<file path="src/rtl/mult_div_unit.sv">
// mult_div_unit: iterative 32-cycle multiply/divide unit with HI/LO result registers
module mult_div_unit #(
    parameter int DATA_WIDTH = 32
) (
    input  logic                  clk,
    input  logic                  reset,
    input  logic                  Start,
    input  logic [1:0]            MDOp,
    input  logic [DATA_WIDTH-1:0] A,
    input  logic [DATA_WIDTH-1:0] B,
    output logic                  Busy,
    output logic                  Done,
    output logic                  DivByZero,
    output logic [DATA_WIDTH-1:0] HI,
    output logic [DATA_WIDTH-1:0] LO
);
    localparam int W = DATA_WIDTH;
    localparam int CW = $clog2(W);
    localparam logic [CW-1:0] LAST = CW'(W - 1);

    typedef enum logic [1:0] {IDLE, CALC, FIX} state_t;

    state_t state, state_nxt;
    logic [CW-1:0] cnt;
    logic [2*W-1:0] acc;
    logic [W-1:0] opd;
    logic is_div, sgn_q, sgn_r, b_zero;

    logic a_neg, b_neg;
    logic [W-1:0] a_mag, b_mag;
    logic [W:0] mul_sum, div_diff;
    logic [2*W-1:0] mul_nxt, div_nxt, prod;
    logic [W-1:0] quo, rem;

    assign a_neg = MDOp[0] & A[W-1];
    assign b_neg = MDOp[0] & B[W-1];
    assign a_mag = a_neg ? -A : A;
    assign b_mag = b_neg ? -B : B;

    // multiply: acc = {partial product, remaining multiplier bits}, shifted right each step
    assign mul_sum = {1'b0, acc[2*W-1:W]} + (acc[0] ? {1'b0, opd} : '0);
    assign mul_nxt = {mul_sum, acc[W-1:1]};
    // divide: acc = {partial remainder, dividend/quotient bits}, restoring shift-subtract
    assign div_diff = {acc[2*W-1:W], acc[W-1]} - {1'b0, opd};
    assign div_nxt = div_diff[W] ? {acc[2*W-2:0], 1'b0} : {div_diff[W-1:0], acc[W-2:0], 1'b1};

    // a zero divisor leaves the remainder equal to |A| and quotient all ones; sign fixup restores A
    assign prod = sgn_q ? -acc : acc;
    assign quo = sgn_q ? -acc[W-1:0] : acc[W-1:0];
    assign rem = sgn_r ? -acc[2*W-1:W] : acc[2*W-1:W];

    assign Busy = state != IDLE;

    // state register
    always_ff @(posedge clk or negedge reset) begin
        if (!reset) state <= IDLE;
        else state <= state_nxt;
    end

    // next-state: accept while idle, 32 iterations, one fixup cycle
    always_comb begin
        state_nxt = (state == IDLE) ? (Start ? CALC : IDLE) :
                    (state == CALC) ? ((cnt == LAST) ? FIX : CALC) : IDLE;
    end

    // operand latch, iteration datapath and result write-back
    always_ff @(posedge clk or negedge reset) begin
        if (!reset) begin
            cnt <= '0;
            acc <= '0;
            opd <= '0;
            is_div <= 1'b0;
            sgn_q <= 1'b0;
            sgn_r <= 1'b0;
            b_zero <= 1'b0;
            Done <= 1'b0;
            DivByZero <= 1'b0;
            HI <= '0;
            LO <= '0;
        end else begin
            Done <= state == FIX;
            if (state == IDLE && Start) begin
                cnt <= '0;
                acc <= {{W{1'b0}}, MDOp[1] ? a_mag : b_mag};
                opd <= MDOp[1] ? b_mag : a_mag;
                is_div <= MDOp[1];
                sgn_q <= (a_neg ^ b_neg) & ~(MDOp[1] & ~|B);
                sgn_r <= a_neg;
                b_zero <= ~|B;
                DivByZero <= 1'b0;
            end else if (state == CALC) begin
                cnt <= cnt + 1'b1;
                acc <= is_div ? div_nxt : mul_nxt;
            end else if (state == FIX) begin
                HI <= is_div ? rem : prod[2*W-1:W];
                LO <= is_div ? quo : prod[W-1:0];
                DivByZero <= is_div & b_zero;
            end
        end
    end
endmodule

</file>
<file path="config.mk">
export PLATFORM = sky130hd
export DESIGN_NAME = mult_div_unit
export DESIGN_NICKNAME = d
export VERILOG_FILES = /design/src/rtl/mult_div_unit.sv
export SDC_FILE = /design/constraint.sdc
export NUM_CORES = 1
export LEC_CHECK = 0
export CELL_PAD_IN_SITES_DETAIL_PLACEMENT = 1
export CELL_PAD_IN_SITES_GLOBAL_PLACEMENT = 2
export CORE_ASPECT_RATIO = 0.6
export CORE_UTILIZATION = 35
export DETAILED_ROUTE_END_ITERATION = 12
export PLACE_DENSITY = 0.88
export SETUP_SLACK_MARGIN = 0.5
export SLEW_MARGIN = 20
export SYNTH_ARGS = -nofsm -noshare
export SYNTH_HDL_FRONTEND = slang
export SYNTH_SLANG_ARGS = --single-unit
export TNS_END_PERCENT = 100
</file>
<file path="constraint.sdc">
create_clock -name clk -period 3.8 [get_ports clk]
set_input_delay 0.38 -clock clk [delete_from_list [all_inputs] [get_ports clk]]
set_output_delay 0.38 -clock clk [all_outputs]
set_load 0.01 [all_outputs]
</file>
==> results of run 1 <==
==> through the flow <==
step                instances  hold WS [ps]
detailed placement       2535           469
global placement         2535           460
global route             2584          42.0
CTS                      2575          16.3
finish                   2584         -20.7
floorplan                1885          84.4
==> flip-flops by register name, summed over array words and instances, names as in the netlist <==
name,flops
DivByZero,1
b_zero,1
sgn_q,1
is_div,1
opd,32
state,2
acc,64
HI,32
LO,32
Done,1
sgn_r,1
cnt,5
==> synth_stat cells (42+ instances only) <==
cell / count / area share [%]
nor2_1: 150 / 3.9
xor2_1: 85 / 5.1
a21oi_1: 128 / 4.4
dfrtp_1: 173 / 30
mux2i_1: 42 / 2.9
ha_1: 70 / 6.0
nand2_1: 282 / 7.3
o21ai_0: 247 / 8.5
o211ai_1: 42 / 2.2
inv_1: 70 / 1.8
clkbuf_1: 99 / 2.6
xnor2_1: 84 / 5.1
==> layout make-up <==
| class | count | area (um2) | area share, % |
|---|---|---|---|
| flip-flops and latches | 173 | 4330 | 24.1 |
| multi-input cells | 1519 | 9710 | 54.0 |
| inverters | 70 | 263 | 1.46 |
| clock buffers | 17 | 425 | 2.37 |
| well taps | 531 | 664 | 3.70 |
| clock inverters | 15 | 210 | 1.17 |
| repair buffers | 259 | 2360 | 13.1 |
==> final timing paths <==
kind	end	slack, ps	cells past startpoint
max	acc[58]	440	16
min	HI[13]	-20	1
max reg2reg	acc[58]	440	16
min reg2reg	HI[1]	480	2
max in group asynchronous	HI[0]	2690	2
min in group clk	HI[1]	480	2
==> cell families (layout without fill, tap and decap cells) <==
| logic type | count (synthesis) | after routing | synth area share, % |
|---|---|---|---|
| adder cells (fa/ha/maj) | 72 | 72 | 6.32 |
| AND/OR/NAND/NOR | 620 | 620 | 19.6 |
| buffers and inverters | 193 | 361 | 5.14 |
| multiplexers | 45 | 45 | 3.13 |
| flip-flops | 173 | 173 | 29.9 |
| XOR/XNOR | 169 | 169 | 10.2 |
| AO/OA/AOI/OAI | 613 | 613 | 25.7 |
==> layer usage <==
layer	global-route usage, %	part of all wire (%)	vias to the layer above	wire (um)
met5	0	0	-	0
met4	7.15	2.1	0	1310
met2	35.9	37	653	22600
li1	-	-	7005	-
met1	46.1	51	7630	31200
met3	7.66	9.8	64	6020
==> power by group <==
part / switching [uW] / internal (uW) / total, uW / leakage (uW)
combinational: 7930 / 5120 / 13000 / 0.00524
sequential: 868 / 2510 / 3370 / 0.00213
clock: 959 / 961 / 1920 / 0.000300
==> worst register-to-register path, stage by stage (launching register included) <==
cell,delay (ps)
dfrtp_1,430
inv_2,110
buf_12,150
nor2_1,60
ha_2,380
buf_4,130
o21ai_0,90
a21oi_1,220
o21ai_2,100
a21oi_2,220
o21ai_0,160
buf_4,180
buf_12,120
a21o_1,200
and3_1,160
xnor2_1,170
a221o_1,350
==> repair_timing <==
action                                  CTS  global route
pin swaps                                10            12
endpoints found under the setup margin   33            44
endpoints found under the hold margin     0             0
setup buffers                             8             8
resized for setup                        29            42
==> run_results.csv, run 1 <==
group,metric,value,unit
sta,final_hold_viol_count,4,
floorplan,die_w,265,um
detailed_routing,drc,0,
yosys,ys.flop_type,"dfrtp_1",
sta,rsz0062_at_grt,"yes",
grt,grt_pass1_wl,91800,um
critical_path,r2r_start,"acc[0]",
sta,fin_crit,3360,ps
placed_design,post-place-ws,51.4,ps
sta,setup_viol,0,
floorplan,num_io_pins,136,
grt,overflow,0,
sta,max-slew-margin-rel,22.7,%
yosys,syn-mean-instance-area,7.69,um2
sta,fin_worst_skew,13.2,ps
critical_path,crit_path_top_delay_cell,"dfrtp_1",
placed_design,port_buffers,135,
worst_hold_path,holdCritPathClass,"input port to async pin",
critical_path,crit_family,"compound AO/OA/AOI/OAI gates",
grt,antenna_found_initial,3,
clocking,cts_tree,"done",
critical_path,cp-start-kind,"flop",
yosys,ys_warn_count,0,
final_layout,n_fill_cell,4918,
power_and_ir_drop,power.total,18300,uW
yosys,synth_seq_area_share,29.9,%
sta,tightestPinTransition,1160,ps
detailed_routing,dr.first_iter.drc_count,1625,
power_and_ir_drop,ir_worst_vdd,0.375,mV
clocking,cts.sinks,173,
clocking,ctsLongestPathBuffers,2,
yosys,syn-num-nets,2026,
clocking,cts.clk_slew.worst_paths,80,ps
detailed_routing,avgRoutedWirePerCell,23.7,um
final_layout,final_cell_mix,"nand2_1, o21ai_0, dfrtp_1",
job,cap_viol_max_count,0,
sta,whs,-20.7,ps
critical_path,crit_fanout,13,
detailed_routing,routed_wl,61100,um
detailed_routing,vias,15400,
power_and_ir_drop,leakage,0.00766,uW
yosys,async_flop_share,100,%
placed_design,detailed_place_hpwl,48300,um
critical_path,worstSetupPathType,"flop to flop",
floorplan,dieArea,42200,um2
clocking,clk_latency,470,ps
yosys,synth_area,14500,um2
final_layout,areaGrowthSynthToFinish,24.0,%
floorplan,start_util,35.6,%
critical_path,crit_path_end_kind,"flop",
placed_design,place.gp.congestion,1.05,
floorplan,coreArea,40700,um2
clocking,numCtsBuffers,17,
sta,slew_viol_final,0,
placed_design,postPlaceCellArea,16900,um2
yosys,synth_edf_count,0,
detailed_routing,drtAntennaViolNets,0,
yosys,syn_inst,1885,
floorplan,row_count,57,
critical_path,worstPathRequired,4150,ps
final_layout,stdcell_area,18000,um2
final_layout,fin_util,44.2,%
grt,grt_pass1_vias,14400,
critical_path,cp_num_buf_inv,5,
clocking,root_buffer,"clkbuf_16",
run_status,violations,"hold timing",
critical_path,slowest_delay,430,ps
final_layout,layout_commonest_cell,"nand2_1",
run_status,status,"complete, but fails checks",
critical_path,cp-startpoint,"acc[0]",
final_layout,layout-drive-gt1-share,11.6,%
critical_path,crit_arrival,3700,ps
sta,min_period_over_period,88.3,%
critical_path,path_cells,"inv_2, buf_12, nor2_1, ha_2, buf_4, o21ai_0, a21oi_1, o21ai_2, a21oi_2, o21ai_0, buf_4, buf_12, a21o_1, and3_1, xnor2_1, a221o_1",
yosys,synth-seq-cells,173,
final_layout,n_antenna_cell,0,
grt,grt_max_degree,130,
detailed_routing,via_per_inst,5.94,
sta,tns,0,ps
detailed_routing,drtPass1Iterations,5,
clocking,ctsHoldBuffers,0,
power_and_ir_drop,p_per_area,1020,nW/um2
yosys,yosysUniqueCellTypes,75,
sta,layout_setup_ws,444,ps
clocking,cts_max_level,4,
sta,max_freq,298,MHz
final_layout,layout.nets,2181,
grt,grt_use_total,28.6,%
floorplan,die-height,160,um
No activity file was read; power rests on OpenSTA's default activity.
==> run 2, diff against run 1 <==
Settings changed: GPL_ROUTABILITY_DRIVEN set to 0, SKIP_LAST_GASP set to 1.
==> run 2 against run 1 <==
  * Total power grew 4.2%
  * Utilization grew 0.27 points
  * The run still ends with hold timing left
  * Largest power group unchanged
  * First-iteration DRC count shrank 6.0%
  * Sequential share of layout area shrank 0.13 points
==> run_results.csv, run 2 (synthesis gave the netlist of run 1 again) <==
group,metric,value,unit
run_status,status,"complete, but fails checks",
critical_path,path_cells,"ha_4, fa_2, nor2b_4, o31ai_4, a311o_1, a211oi_4, buf_6, o211a_4, o221ai_4, buf_6, buf_6, nand2_1, o211ai_1, a32o_1",
sta,max-slew-margin-rel,33.0,%
final_layout,layout.nets,2169,
detailed_routing,vias,15300,
placed_design,detailed_place_hpwl,48300,um
floorplan,dieArea,42200,um2
grt,grt_pass1_vias,14700,
grt,grt_pass1_wl,92700,um
run_status,violations,"hold timing",
sta,rsz0062_at_grt,"yes",
sta,slew_viol_final,0,
sta,tightestPinTransition,1000,ps
grt,antenna_found_initial,4,
detailed_routing,dr.first_iter.drc_count,1527,
sta,max_freq,298,MHz
detailed_routing,avgRoutedWirePerCell,24.2,um
grt,grt_max_degree,108,
final_layout,areaGrowthSynthToFinish,24.7,%
clocking,cts_max_level,4,
clocking,clk_latency,460,ps
sta,min_period_over_period,88.4,%
floorplan,start_util,35.6,%
final_layout,layout_commonest_cell,"nand2_1",
sta,fin_crit,3360,ps
clocking,cts.sinks,173,
critical_path,crit_path_end_kind,"flop",
critical_path,worstPathRequired,4150,ps
placed_design,port_buffers,135,
floorplan,die_w,265,um
sta,tns,0,ps
worst_hold_path,holdCritPathClass,"input port to async pin",
critical_path,crit_family,"compound AO/OA/AOI/OAI gates",
sta,fin_worst_skew,21.0,ps
sta,final_hold_viol_count,3,
sta,whs,-9.28,ps
final_layout,final_cell_mix,"nand2_1, o21ai_0, dfrtp_1",
sta,setup_viol,0,
power_and_ir_drop,ir_worst_vdd,0.436,mV
critical_path,crit_path_frequent_cell,"buf_6",
critical_path,crit_arrival,3710,ps
floorplan,row_count,57,
final_layout,largest-register,"acc",
final_layout,largest_register_ffs,64,
detailed_routing,via_per_inst,5.93,
clocking,ctsLongestPathBuffers,2,
detailed_routing,routed_wl,62300,um
job,cap_viol_max_count,0,
final_layout,final_cells,2572,
clocking,root_buffer,"clkbuf_16",
grt,overflow,0,
clocking,ctsHoldBuffers,0,
detailed_routing,drtPass1Iterations,8,
floorplan,coreArea,40700,um2
detailed_routing,drtAntennaViolNets,0,
final_layout,layout-drive-gt1-share,13.1,%
floorplan,die-height,160,um
critical_path,slowest_delay,430,ps
grt,grt_use_total,28.9,%
clocking,numCtsBuffers,17,
critical_path,worstSetupPathType,"flop to flop",
final_layout,n_antenna_cell,0,
floorplan,num_io_pins,136,
clocking,cts.clk_slew.worst_paths,80,ps
detailed_routing,drc,0,
power_and_ir_drop,p_per_area,1060,nW/um2
critical_path,crit_path_top_delay_cell,"dfrtp_1",
clocking,cts_tree,"done",
critical_path,cp-start-kind,"flop",
critical_path,cp_num_buf_inv,3,
placed_design,place_inst,2511,
critical_path,crit_fanout,6,
power_and_ir_drop,leakage,0.00764,uW
-- run 2: cell type report --
class	instances	area (um2)
fillers	4883	22600
multi-input cells	1520	9910
flip-flops and latches	173	4340
repair buffers	246	2320
well taps	531	664
clock buffers	18	439
inverters	70	263
clock inverters	14	144
-- run 2: power by group --
group | switching (uW) | internal [uW] | leakage (uW)
logic | 8390 | 5480 | 0.00523
clock network | 903 | 891 | 0.000281
registers | 954 | 2510 | 0.00213
total | 10200 | 8880 | 0.00764
-- run 2: metal layers --
metal / GRT usage (%) / wire, um / vias up
met5: 1.35 / 79 / -
met4: 4.55 / 807 / 2
met3: 11.6 / 7460 / 53
met2: 36.9 / 23400 / 654
met1: 44.7 / 30500 / 7558
li1: - / - / 6985
-- run 2: timing repair --
| item | CTS | global route |
|---|---|---|
| endpoints found under the setup margin | 33 | 45 |
| cloned | 2 | 1 |
| gates resized for setup | 45 | 96 |
| setup buffers | 12 | 14 |
| pin swaps | 17 | 34 |
-- run 2: per-stage QoR --
| step | power, uW | worst slack (ps) | hold WS, ps | instance area [um2] | util [%] |
|---|---|---|---|---|---|
| after detailed placement | 15100 | 82.2 | 469 | 16700 | 41.1 |
| after global routing | 20100 | 337 | 55.9 | 18100 | 44.5 |
| after floorplan | 10600 | 706 | 84.4 | 14500 | - |
| after global placement | 14700 | 209 | 458 | 16700 | 41.1 |
| after CTS | 17500 | 470 | 30.6 | 17600 | 43.3 |
| final | 19100 | 441 | -9.28 | 18100 | 44.5 |
-- run 2: final timing paths --
check | slack, ps | end | startpoint | depth (start not counted)
max in group asynchronous | 2880 | acc[14] | reset | 2
max reg2reg | 440 | acc[57] | opd[0] | 14
min reg2reg | 480 | LO[30] | LO[30] | 2
max | 440 | acc[57] | opd[0] | 14
min | -9 | HI[13] | reset | 1
min in group clk | 480 | LO[30] | LO[30] | 2
-- run 2: worst register-to-register path, cell delays in order (launching register included) --
cell	delay, ps
dfrtp_1	430
ha_4	180
fa_2	360
nor2b_4	160
o31ai_4	90
a311o_1	390
a211oi_4	270
buf_6	160
o211a_4	180
o221ai_4	180
buf_6	180
buf_6	110
nand2_1	70
o211ai_1	180
a32o_1	310
